### src/rtl/id_ex_decode_stage_if.sv
// Signal bundle between the decode stage and its neighbours: IF request side, register file
// read/writeback side, and the ID/EX register outputs towards EX.
interface id_ex_decode_stage_if #(
    parameter int XLEN = 32
);
    logic            in_valid;
    logic            in_ready;
    logic [31:0]     in_instr;
    logic [XLEN-1:0] in_pc;
    logic            flush;

    logic [4:0]      rs1_addr;
    logic [4:0]      rs2_addr;
    logic [XLEN-1:0] rs1_data;
    logic [XLEN-1:0] rs2_data;
    logic            wb_we;
    logic [4:0]      wb_rd;
    logic [XLEN-1:0] wb_data;

    logic            out_valid;
    logic            out_ready;
    logic [XLEN-1:0] out_pc;
    logic [XLEN-1:0] out_op1;
    logic [XLEN-1:0] out_op2;
    logic [XLEN-1:0] out_imm;
    logic [4:0]      out_rd;
    logic [2:0]      out_funct3;
    logic            out_funct7b5;
    logic [7:0]      out_ctrl;
    logic            illegal;

    modport master (
        output in_valid, in_instr, in_pc, flush, rs1_data, rs2_data,
               wb_we, wb_rd, wb_data, out_ready,
        input  in_ready, rs1_addr, rs2_addr, out_valid, out_pc, out_op1, out_op2,
               out_imm, out_rd, out_funct3, out_funct7b5, out_ctrl, illegal
    );

    modport slave (
        input  in_valid, in_instr, in_pc, flush, rs1_data, rs2_data,
               wb_we, wb_rd, wb_data, out_ready,
        output in_ready, rs1_addr, rs2_addr, out_valid, out_pc, out_op1, out_op2,
               out_imm, out_rd, out_funct3, out_funct7b5, out_ctrl, illegal
    );
endinterface

### src/rtl/id_ex_decode_stage.sv
// RV32I decode stage: control/immediate decode, writeback bypass, load-use stall detection,
// and the ID/EX pipeline register behind a valid/ready handshake.
module id_ex_decode_stage #(
    parameter int          XLEN      = 32,
    parameter logic [31:0] NOP_INSTR = 32'h0000_0013
) (
    input  logic              clk,
    input  logic              rst,
    id_ex_decode_stage_if.slave bus
);
    localparam logic [6:0] OP_R     = 7'b0110011;
    localparam logic [6:0] OP_I     = 7'b0010011;
    localparam logic [6:0] OP_LD    = 7'b0000011;
    localparam logic [6:0] OP_ST    = 7'b0100011;
    localparam logic [6:0] OP_BR    = 7'b1100011;
    localparam logic [6:0] OP_JAL   = 7'b1101111;
    localparam logic [6:0] OP_JALR  = 7'b1100111;
    localparam logic [6:0] OP_LUI   = 7'b0110111;
    localparam logic [6:0] OP_AUIPC = 7'b0010111;

    // Bubble payload comes from the canonical NOP so EX sees harmless fields.
    localparam logic [4:0]      NOP_RD  = NOP_INSTR[11:7];
    localparam logic [2:0]      NOP_F3  = NOP_INSTR[14:12];
    localparam logic            NOP_F7  = NOP_INSTR[30];
    localparam logic [XLEN-1:0] NOP_IMM = XLEN'($signed(NOP_INSTR[31:20]));

    logic [31:0] instr;
    logic [4:0]  rs1, rs2;
    logic [31:0] imm_i, imm_s, imm_b, imm_u, imm_j, imm32;
    logic [7:0]  ctrl_d;
    logic        illegal_d, use_rs1, use_rs2;
    logic [XLEN-1:0] op1_d, op2_d;
    logic        hazard, advance;

    logic            valid_q, f7_q, illegal_q;
    logic [7:0]      ctrl_q;
    logic [4:0]      rd_q;
    logic [2:0]      f3_q;
    logic [XLEN-1:0] pc_q, op1_q, op2_q, imm_q;

    assign instr = bus.in_instr;
    assign rs1   = instr[19:15];
    assign rs2   = instr[24:20];
    assign bus.rs1_addr = rs1;
    assign bus.rs2_addr = rs2;

    assign imm_i = {{20{instr[31]}}, instr[31:20]};
    assign imm_s = {{20{instr[31]}}, instr[31:25], instr[11:7]};
    assign imm_b = {{20{instr[31]}}, instr[7], instr[30:25], instr[11:8], 1'b0};
    assign imm_u = {instr[31:12], 12'b0};
    assign imm_j = {{12{instr[31]}}, instr[19:12], instr[20], instr[30:21], 1'b0};

    // ctrl = {reg_write, mem_read, mem_write, alu_src, branch, jal, jalr, lui_auipc}
    always_comb begin
        ctrl_d    = '0;
        illegal_d = 1'b0;
        imm32     = '0;
        use_rs1   = 1'b1;
        use_rs2   = 1'b1;
        unique case (instr[6:0])
            OP_R:    ctrl_d = 8'b1000_0000;
            OP_I:    begin ctrl_d = 8'b1000_0000; imm32 = imm_i; use_rs2 = 1'b0; end
            OP_LD:   begin ctrl_d = 8'b1101_0000; imm32 = imm_i; use_rs2 = 1'b0; end
            OP_ST:   begin ctrl_d = 8'b0011_0000; imm32 = imm_s; end
            OP_BR:   begin ctrl_d = 8'b0000_1000; imm32 = imm_b; end
            OP_JAL:  begin ctrl_d = 8'b1000_0100; imm32 = imm_j; use_rs1 = 1'b0; use_rs2 = 1'b0; end
            OP_JALR: begin ctrl_d = 8'b1000_0010; imm32 = imm_i; use_rs2 = 1'b0; end
            OP_LUI, OP_AUIPC: begin
                ctrl_d = 8'b1000_0001; imm32 = imm_u; use_rs1 = 1'b0; use_rs2 = 1'b0;
            end
            default: illegal_d = 1'b1;
        endcase
    end

    // Register file writes land this cycle, so the read port still shows the old value.
    always_comb begin
        op1_d = bus.rs1_data;
        op2_d = bus.rs2_data;
        if (bus.wb_we && bus.wb_rd == rs1) op1_d = bus.wb_data;
        if (bus.wb_we && bus.wb_rd == rs2) op2_d = bus.wb_data;
        if (rs1 == 5'd0) op1_d = '0;
        if (rs2 == 5'd0) op2_d = '0;
    end

    assign hazard  = valid_q && ctrl_q[6] && (rd_q != 5'd0) &&
                     ((use_rs1 && rs1 == rd_q) || (use_rs2 && rs2 == rd_q));
    assign advance = !valid_q || bus.out_ready;
    assign bus.in_ready = advance && !hazard && !bus.flush;

    always_ff @(posedge clk or negedge rst) begin
        if (!rst) begin
            valid_q   <= 1'b0;
            ctrl_q    <= '0;
            illegal_q <= 1'b0;
            rd_q      <= '0;
            f3_q      <= '0;
            f7_q      <= 1'b0;
            pc_q      <= '0;
            op1_q     <= '0;
            op2_q     <= '0;
            imm_q     <= '0;
        end else if (bus.flush) begin
            valid_q <= 1'b0;
        end else if (advance && hazard) begin
            valid_q   <= 1'b0;
            ctrl_q    <= '0;
            illegal_q <= 1'b0;
            rd_q      <= NOP_RD;
            f3_q      <= NOP_F3;
            f7_q      <= NOP_F7;
            imm_q     <= NOP_IMM;
        end else if (advance && bus.in_valid) begin
            valid_q   <= 1'b1;
            ctrl_q    <= ctrl_d;
            illegal_q <= illegal_d;
            rd_q      <= instr[11:7];
            f3_q      <= instr[14:12];
            f7_q      <= instr[30];
            pc_q      <= bus.in_pc;
            op1_q     <= op1_d;
            op2_q     <= op2_d;
            imm_q     <= XLEN'($signed(imm32));
        end else if (advance) begin
            valid_q <= 1'b0;
        end
    end

    assign bus.out_valid    = valid_q;
    assign bus.out_ctrl     = ctrl_q;
    assign bus.illegal      = illegal_q;
    assign bus.out_rd       = rd_q;
    assign bus.out_funct3   = f3_q;
    assign bus.out_funct7b5 = f7_q;
    assign bus.out_pc       = pc_q;
    assign bus.out_op1      = op1_q;
    assign bus.out_op2      = op2_q;
    assign bus.out_imm      = imm_q;
endmodule

### src/flat_wrapper.sv
// flat-port wrapper written by rule: the top's interface ports become plain ports
module id_ex_decode_stage_flat 
#(
    parameter int          XLEN      = 32,
    parameter logic [31:0] NOP_INSTR = 32'h0000_0013
)
  (clk, rst, bus_in_valid, bus_in_instr, bus_in_pc, bus_flush, bus_rs1_data, bus_rs2_data, bus_wb_we, bus_wb_rd, bus_wb_data, bus_out_ready, bus_in_ready, bus_rs1_addr, bus_rs2_addr, bus_out_valid, bus_out_pc, bus_out_op1, bus_out_op2, bus_out_imm, bus_out_rd, bus_out_funct3, bus_out_funct7b5, bus_out_ctrl, bus_illegal);
  id_ex_decode_stage_if #(.XLEN(XLEN)) bus_i ();
  input  logic clk;
  input  logic rst;
  input wire logic [$bits(bus_i.in_valid)-1:0] bus_in_valid;
  input wire logic [$bits(bus_i.in_instr)-1:0] bus_in_instr;
  input wire logic [$bits(bus_i.in_pc)-1:0] bus_in_pc;
  input wire logic [$bits(bus_i.flush)-1:0] bus_flush;
  input wire logic [$bits(bus_i.rs1_data)-1:0] bus_rs1_data;
  input wire logic [$bits(bus_i.rs2_data)-1:0] bus_rs2_data;
  input wire logic [$bits(bus_i.wb_we)-1:0] bus_wb_we;
  input wire logic [$bits(bus_i.wb_rd)-1:0] bus_wb_rd;
  input wire logic [$bits(bus_i.wb_data)-1:0] bus_wb_data;
  input wire logic [$bits(bus_i.out_ready)-1:0] bus_out_ready;
  output wire logic [$bits(bus_i.in_ready)-1:0] bus_in_ready;
  output wire logic [$bits(bus_i.rs1_addr)-1:0] bus_rs1_addr;
  output wire logic [$bits(bus_i.rs2_addr)-1:0] bus_rs2_addr;
  output wire logic [$bits(bus_i.out_valid)-1:0] bus_out_valid;
  output wire logic [$bits(bus_i.out_pc)-1:0] bus_out_pc;
  output wire logic [$bits(bus_i.out_op1)-1:0] bus_out_op1;
  output wire logic [$bits(bus_i.out_op2)-1:0] bus_out_op2;
  output wire logic [$bits(bus_i.out_imm)-1:0] bus_out_imm;
  output wire logic [$bits(bus_i.out_rd)-1:0] bus_out_rd;
  output wire logic [$bits(bus_i.out_funct3)-1:0] bus_out_funct3;
  output wire logic [$bits(bus_i.out_funct7b5)-1:0] bus_out_funct7b5;
  output wire logic [$bits(bus_i.out_ctrl)-1:0] bus_out_ctrl;
  output wire logic [$bits(bus_i.illegal)-1:0] bus_illegal;
  assign bus_i.in_valid = bus_in_valid;
  assign bus_i.in_instr = bus_in_instr;
  assign bus_i.in_pc = bus_in_pc;
  assign bus_i.flush = bus_flush;
  assign bus_i.rs1_data = bus_rs1_data;
  assign bus_i.rs2_data = bus_rs2_data;
  assign bus_i.wb_we = bus_wb_we;
  assign bus_i.wb_rd = bus_wb_rd;
  assign bus_i.wb_data = bus_wb_data;
  assign bus_i.out_ready = bus_out_ready;
  assign bus_in_ready = bus_i.in_ready;
  assign bus_rs1_addr = bus_i.rs1_addr;
  assign bus_rs2_addr = bus_i.rs2_addr;
  assign bus_out_valid = bus_i.out_valid;
  assign bus_out_pc = bus_i.out_pc;
  assign bus_out_op1 = bus_i.out_op1;
  assign bus_out_op2 = bus_i.out_op2;
  assign bus_out_imm = bus_i.out_imm;
  assign bus_out_rd = bus_i.out_rd;
  assign bus_out_funct3 = bus_i.out_funct3;
  assign bus_out_funct7b5 = bus_i.out_funct7b5;
  assign bus_out_ctrl = bus_i.out_ctrl;
  assign bus_illegal = bus_i.illegal;
  id_ex_decode_stage #(.XLEN(XLEN), .NOP_INSTR(NOP_INSTR)) u_core (.clk(clk), .rst(rst), .bus(bus_i));
endmodule
### config.mk
export PLATFORM = sky130hd
export DESIGN_NAME = id_ex_decode_stage_flat
export DESIGN_NICKNAME = d
export VERILOG_FILES = /design/src/rtl/id_ex_decode_stage_if.sv /design/src/rtl/id_ex_decode_stage.sv /design/src/flat_wrapper.sv
export SDC_FILE = /design/constraint.sdc
export NUM_CORES = 1
export LEC_CHECK = 0
export CORE_MARGIN = 8
export CORE_UTILIZATION = 38
export DETAILED_ROUTE_END_ITERATION = 6
export MAX_ROUTING_LAYER = met4
export PLACE_DENSITY = 0.88
export SYNTH_ARGS = -nofsm -noshare
export SYNTH_HDL_FRONTEND = slang
export SYNTH_SLANG_ARGS = --single-unit
### constraint.sdc
create_clock -name clk -period 2.7 [get_ports clk]
set_input_delay 0.54 -clock clk [delete_from_list [all_inputs] [get_ports clk]]
set_output_delay 0.54 -clock clk [all_outputs]
set_load 0.02 [all_outputs]
==> impl_metrics.ini, run 1 <==
[run_status]
status = complete, but fails checks
violations = negative setup slack

[timing]
fin_crit_sh = 1.00
setup-violations-final = 1
fmax_mhz = 369
tightestPinTransition_ns = 0.748
rsz0062_at_grt = true
finClkSkew_ns = 0.00844
max-slew-margin-rel = 0.501
setup_slack_ns = -0.0127
hold_violations = 0
finalMaxSlewViolations = 0
fin_crit_ns = 2.71

[clock_tree]
cts_buffers = 17
ctsHoldBuffers = 0
cts_tree = yes
cts-root-buf = clkbuf_16
clock_sinks = 147
clk_path_buf_depth = 2
clk_pin_slew_ns = 0.06
cts-htree-levels = 4
worstSkewPairLatency_ns = 0.42

[floorplanning]
num_io_pins = 329
die_h_um = 154
coreArea_mm2 = 0.0187
start_util = 0.388
dieArea_mm2 = 0.0238
num_rows = 50
fp.dieW_um = 154

[detailed_routing]
vias = 6825
ant_nets = 0
first_iter_violations = 372
via_per_inst = 5.66
drt_pass1_iterations = 5
wl_per_cell_um = 22.8
drcViolationCount = 0
wl_um = 27400

[yosys]
ys_types = 47
synth_warnings = 0
yosys.area.top_type_share = 0.507
synthFlopType = dfrtp_1
synth_area_mm2 = 0.00726
synth-seq-cells = 147
syn_avg_cell_area_um2 = 11.8
synth_top_area_cell = dfrtp_1
synth_nets = 784
ys_seq_area_frac = 0.507
synth.area.top_cells = dfrtp_1 (51%), o31ai_1 (13%), mux2i_1 (9.0%)
synthArstFlopShare = 1.00
synth-edff-count = 0
syn_inst = 613

[cells_and_area]
final_cell_mix = clkdlybuf4s50_1 (321), dfrtp_1 (147), o31ai_1 (129)
drive_gt1_frac = 0.153
fin_nets = 1127
layout_commonest_cell = clkdlybuf4s50_1
fin_cells = 1205
area_growth_pct = 62.9

[critical_path]
cp_cell_sequence = or4_4 -> o211ai_4 -> nor4_4 -> buf_4 -> nor3b_4 -> buf_12
critical_path_class = register to output port
r2r_cells = 7
reg2reg_to = u_core.bus.out_op2[15]$_DFFE_PN0P_
cp_data_arrival_time_ns = 2.17
endpoint = bus_in_ready
required_ns = 2.16
cp_max_fo = 2
crit_start = u_core.bus.out_rd[3]$_DFFE_PN0P_
max_stage_delay_ns = 0.55
r2r_slack_ns = 0.11
cpMaxStageDelayCell = or4_4
startpoint_type = register
r2r-start = u_core.bus.out_rd[3]$_DFFE_PN0P_
worst_setup_path_end_kind = output port

[power_and_ir_drop]
power_leakage_nw = 4.67
netSwitchingPower_mw = 2.12
pwr-share-seq = 0.380
total_power_mw = 6.96
vdd_drop_max_uv = 416
p_clk_frac = 0.336
p_int_mw = 4.84
swShare = 0.304
cellPowerDensity_mw_per_mm2 = 589
p_comb_frac = 0.285

[flow_run]
maxCapViolCount = 0

[placement]
port_buffers = 328
numPlacedInstances = 1165
preCtsSetupSlack_ns = -0.373
dp_hpwl_um = 20800
gp_congestion = 0.888

[grt]
grt_pass1_vias = 7384
grt-ovfl-total = 0
grt_pass1_wl_um = 42000
grt_max_degree = 65
grt_antenna_before_repair = 2
grt_usage = 0.231

[worst_hold_path]
hold_path.class = primary input to asynchronous set/reset pin
## sequential cells by signal, indices dropped and copies added (netlist names)
name	count
u_core.bus.out_imm	32
u_core.bus.out_pc	32
u_core.bus.out_rd	5
u_core.bus.out_op1	32
u_core.bus.out_op2	32
u_core.bus.out_funct7b5	1
u_core.bus.out_funct3	3
u_core.bus.out_ctrl	8
u_core.bus.out_valid	1
u_core.bus.illegal	1
## cells by family (layout without fill, tap and decap cells)
family                    after synthesis  in the layout  share of synthesized area
other                                   0              2                          0
xor gates and xnor gates               20             20                     0.0241
and+or+nand+nor                        52             52                     0.0438
DFF                                   147            147                      0.507
AOI/OAI and AO/OA                     222            222                      0.233
buffers and inverters                  75            431                     0.0538
muxes                                  97             97                      0.139
## through the flow
step | setup TNS (ns) | hold WS (ns) | util | instance area (µm²)
after global placement | -22.91 | 0.467 | 0.595 | 11100
after global routing | -0.0905 | 0.0798 | 0.632 | 11800
after CTS | -0.105 | 0.0633 | 0.629 | 11800
after floorplan | 0 | 0.244 | - | 7280
after detailed placement | -30.90 | 0.475 | 0.595 | 11100
final | -0.0127 | 0.0545 | 0.632 | 11800
## worst max-delay path: cells and delay by family, from the launching register on
kind,cells,cell delay (ns)
compound gates,1,0.26
buf+inv,2,0.30
simple gates,3,0.83
flops,1,0.38
## cells in the mapped netlist (4+ instances only)
cell type	n
buf_4	11
o21ai_0	5
a32o_1	11
dfrtp_1	147
mux2_1	5
nor2_1	10
nor2b_1	4
buf_1	4
nand3_1	5
buf_2	11
a22oi_1	4
a22o_1	13
clkbuf_1	39
xnor2_1	10
o31ai_1	130
nand2_1	6
buf_6	7
xor2_1	10
o2bb2ai_1	26
mux2_2	27
a21oi_1	25
mux2i_1	65
## power by group through the flow
stage,sequential (mW),clock (mW),combinational [mW]
global placement,2.66,0,1.94
global route,2.67,2.47,2.10
detailed placement,2.68,0,1.98
finish,2.65,2.34,1.98
floorplan,3.01,0,0.498
CTS,2.64,2.38,1.99
## what timing repair did
action / in CTS / in global routing
pin swaps: 5 / 10
setup endpoints to repair: 1 / 11
gates resized for setup: 6 / 9
buffers inserted: 4 / 2
## how the worst min path moves through the flow
stage	from	slack [ns]	cells after the start	end
final	rst	0.05	1	u_core.bus.out_op1[16]$_DFFE_PN0P_
after CTS	rst	0.06	1	u_core.bus.out_op1[16]$_DFFE_PN0P_
after global routing	rst	0.08	1	u_core.bus.out_op1[10]$_DFFE_PN0P_
after detailed placement	u_core.bus.out_imm[20]$_DFFE_PN0P_	0.48	1	u_core.bus.out_imm[20]$_DFFE_PN0P_
after floorplan	rst	0.24	0	u_core.bus.illegal$_DFFE_PN0P_
after global placement	u_core.bus.out_pc[9]$_DFFE_PN0P_	0.47	1	u_core.bus.out_pc[9]$_DFFE_PN0P_
## routing by layer
layer	track usage	part of all wire	vias up
met5	-	0	-
met4	0.0672	0.021	0
met3	0.0641	0.075	39
met2	0.395	0.51	322
met1	0.262	0.40	3400
li1	-	-	3064
## final cells by class
cell class                 instances  area [µm²]
timing repair buffer             397        3980
clock buffer                      20         457
fill                            1460        6880
clock inverter                    12         120
sequential                       147        3680
multi-input combinational        391        3290
antenna                            2        5.00
tap                              234         293
inverter                           2        7.51
Power figures use the tool's default switching activity.
==> run 2: changes to the inputs <==
--- a/config.mk
+++ b/config.mk
@@ -5,6 +5,7 @@
 export SDC_FILE = /design/constraint.sdc
 export NUM_CORES = 1
 export LEC_CHECK = 0
+export CAP_MARGIN = 20
 export CORE_MARGIN = 8
 export CORE_UTILIZATION = 38
 export DETAILED_ROUTE_END_ITERATION = 6
==> results of run 2 <==
No change in the layout: final DEF, timing and power equal those of run 1.
==> run 3: changes to the inputs <==
--- a/config.mk
+++ b/config.mk
@@ -6,11 +6,12 @@
 export NUM_CORES = 1
 export LEC_CHECK = 0
 export CAP_MARGIN = 20
-export CORE_MARGIN = 8
 export CORE_UTILIZATION = 38
+export CTS_BUF_LIST = sky130_fd_sc_hd__clkbuf_4 sky130_fd_sc_hd__clkbuf_8 sky130_fd_sc_hd__clkbuf_16
 export DETAILED_ROUTE_END_ITERATION = 6
 export MAX_ROUTING_LAYER = met4
 export PLACE_DENSITY = 0.88
 export SYNTH_ARGS = -nofsm -noshare
 export SYNTH_HDL_FRONTEND = slang
 export SYNTH_SLANG_ARGS = --single-unit
+export TNS_END_PERCENT = 1
==> impl_metrics.ini, run 3 (synthesis results as in run 1) <==
[cells_and_area]
layout_commonest_cell = clkdlybuf4s50_1
final_cell_mix = clkdlybuf4s50_1 (321), dfrtp_1 (147), o31ai_1 (129)
drive_gt1_frac = 0.155
multi_input_area_mm2 = 0.00329
antenna_cells = 0
area_growth_pct = 64.0
regArea_mm2 = 0.00368
fill_cells = 1446
fin_nets = 1128

[timing]
fin_crit_ns = 2.76
fin_crit_sh = 1.02
finalMaxSlewViolations = 0
finClkSkew_ns = 0.00892
setup-violations-final = 1
hold_violations = 0
setup_slack_ns = -0.0638
max-slew-margin-rel = 0.603
fmax_mhz = 362
finalSetupTns_ns = -0.0638
tightestPinTransition_ns = 0.595
rsz0062_at_grt = true

[grt]
grt_usage = 0.266
grt_pass1_wl_um = 39100
grt_antenna_before_repair = 0
grt_max_degree = 68
grt_pass1_vias = 7189
grt-ovfl-total = 0

[floorplanning]
dieArea_mm2 = 0.0197
fp.dieW_um = 140
num_rows = 50
start_util = 0.388
coreArea_mm2 = 0.0187
num_io_pins = 329
die_h_um = 140

[clock_tree]
clock_sinks = 147
worstSkewPairLatency_ns = 0.42
cts_tree = yes
clk_pin_slew_ns = 0.06
cts_buffers = 17
cts-htree-levels = 4
ctsHoldBuffers = 0
cts-root-buf = clkbuf_16
clk_path_buf_depth = 2

[critical_path]
r2r-start = u_core.bus.out_rd[0]$_DFFE_PN0P_
critical_path_class = primary input to output port
startpoint_type = primary input
reg2reg_to = u_core.bus.out_pc[29]$_DFFE_PN0P_
endpoint = bus_in_ready
cp_max_fo = 3
crit_start = bus_in_instr[4]
r2r_cells = 8
required_ns = 2.16
cp_data_arrival_time_ns = 2.22
r2r_slack_ns = 0.13
worst_setup_path_end_kind = output port

[detailed_routing]
wl_per_cell_um = 20.8
ant_nets = 0
drcViolationCount = 0
first_iter_violations = 415
vias = 6803
via_per_inst = 5.65
drt_pass1_iterations = 5
wl_um = 25100

[flow_run]
maxCapViolCount = 0

[power_and_ir_drop]
cellPowerDensity_mw_per_mm2 = 582
vdd_drop_max_uv = 426
power_leakage_nw = 4.69

[worst_hold_path]
hold_path.class = primary input to asynchronous set/reset pin

[placement]
preCtsSetupSlack_ns = -0.880
port_buffers = 328
dp_hpwl_um = 17900
gp_congestion = 0.881

[run_status]
violations = negative setup slack
status = complete, but fails checks
## run 3: critical path: stages
cell	delay [ns]
clkdlybuf4s50_1	0.47
or3b_4	0.43
a21oi_4	0.19
nor4_4	0.09
nor3b_4	0.33
buf_6	0.17
## run 3: area by class of cell
class / instances / area share
repair buffers: 398 / 0.341
flip-flops and latches: 147 / 0.309
well taps: 234 / 0.0246
inverters: 2 / 0.000630
multi-input cells: 391 / 0.277
clock buffers: 19 / 0.0380
clock inverters: 13 / 0.0104
## run 3: worst min-delay path by stage
stage | startpoint | endpoint | slack [ns] | cells after the start
after CTS | rst | u_core.bus.out_op1[17]$_DFFE_PN0P_ | 0.12 | 1
after global routing | rst | u_core.bus.out_op1[17]$_DFFE_PN0P_ | 0.14 | 1
after detailed placement | u_core.bus.out_imm[25]$_DFFE_PN0P_ | u_core.bus.out_imm[25]$_DFFE_PN0P_ | 0.47 | 1
after floorplan | rst | u_core.bus.illegal$_DFFE_PN0P_ | 0.24 | 0
after global placement | u_core.bus.out_pc[6]$_DFFE_PN0P_ | u_core.bus.out_pc[6]$_DFFE_PN0P_ | 0.47 | 1
final | rst | u_core.bus.out_op1[17]$_DFFE_PN0P_ | 0.11 | 1
## run 3: metrics by stage
stage | instances | cell area (µm²) | hold slack [ns] | utilization | total power [mW]
finish | 1204 | 11900 | 0.105 | 0.637 | 6.94
global route | 1204 | 11900 | 0.140 | 0.637 | 7.22
CTS | 1204 | 11900 | 0.118 | 0.635 | 7.00
detailed placement | 1171 | 11200 | 0.474 | 0.601 | 4.65
global placement | 1171 | 11200 | 0.467 | 0.601 | 4.61
floorplan | 613 | 7280 | 0.244 | - | 3.51
## run 3: per-layer routing
metal	GRT usage	vias up	wire length [µm]
li1	-	3057	-
met1	0.309	3331	9800
met2	0.452	376	12500
met3	0.0650	39	2180
met4	0.0844	0	528
met5	-	-	0
## run 3: repair_timing
| action | CTS | global route |
|---|---|---|
| buffers inserted | 1 | 0 |
| setup endpoints to repair | 148 | 74 |
| pin swaps | 6 | 5 |
| gates resized for setup | 22 | 7 |
## run 3: report_power, final
part	total, mW	internal (mW)	switching, mW
Combinational	1.98	1.04	0.943
Sequential	2.64	2.48	0.165
Clock	2.31	1.33	0.979
Total	6.94	4.85	2.09
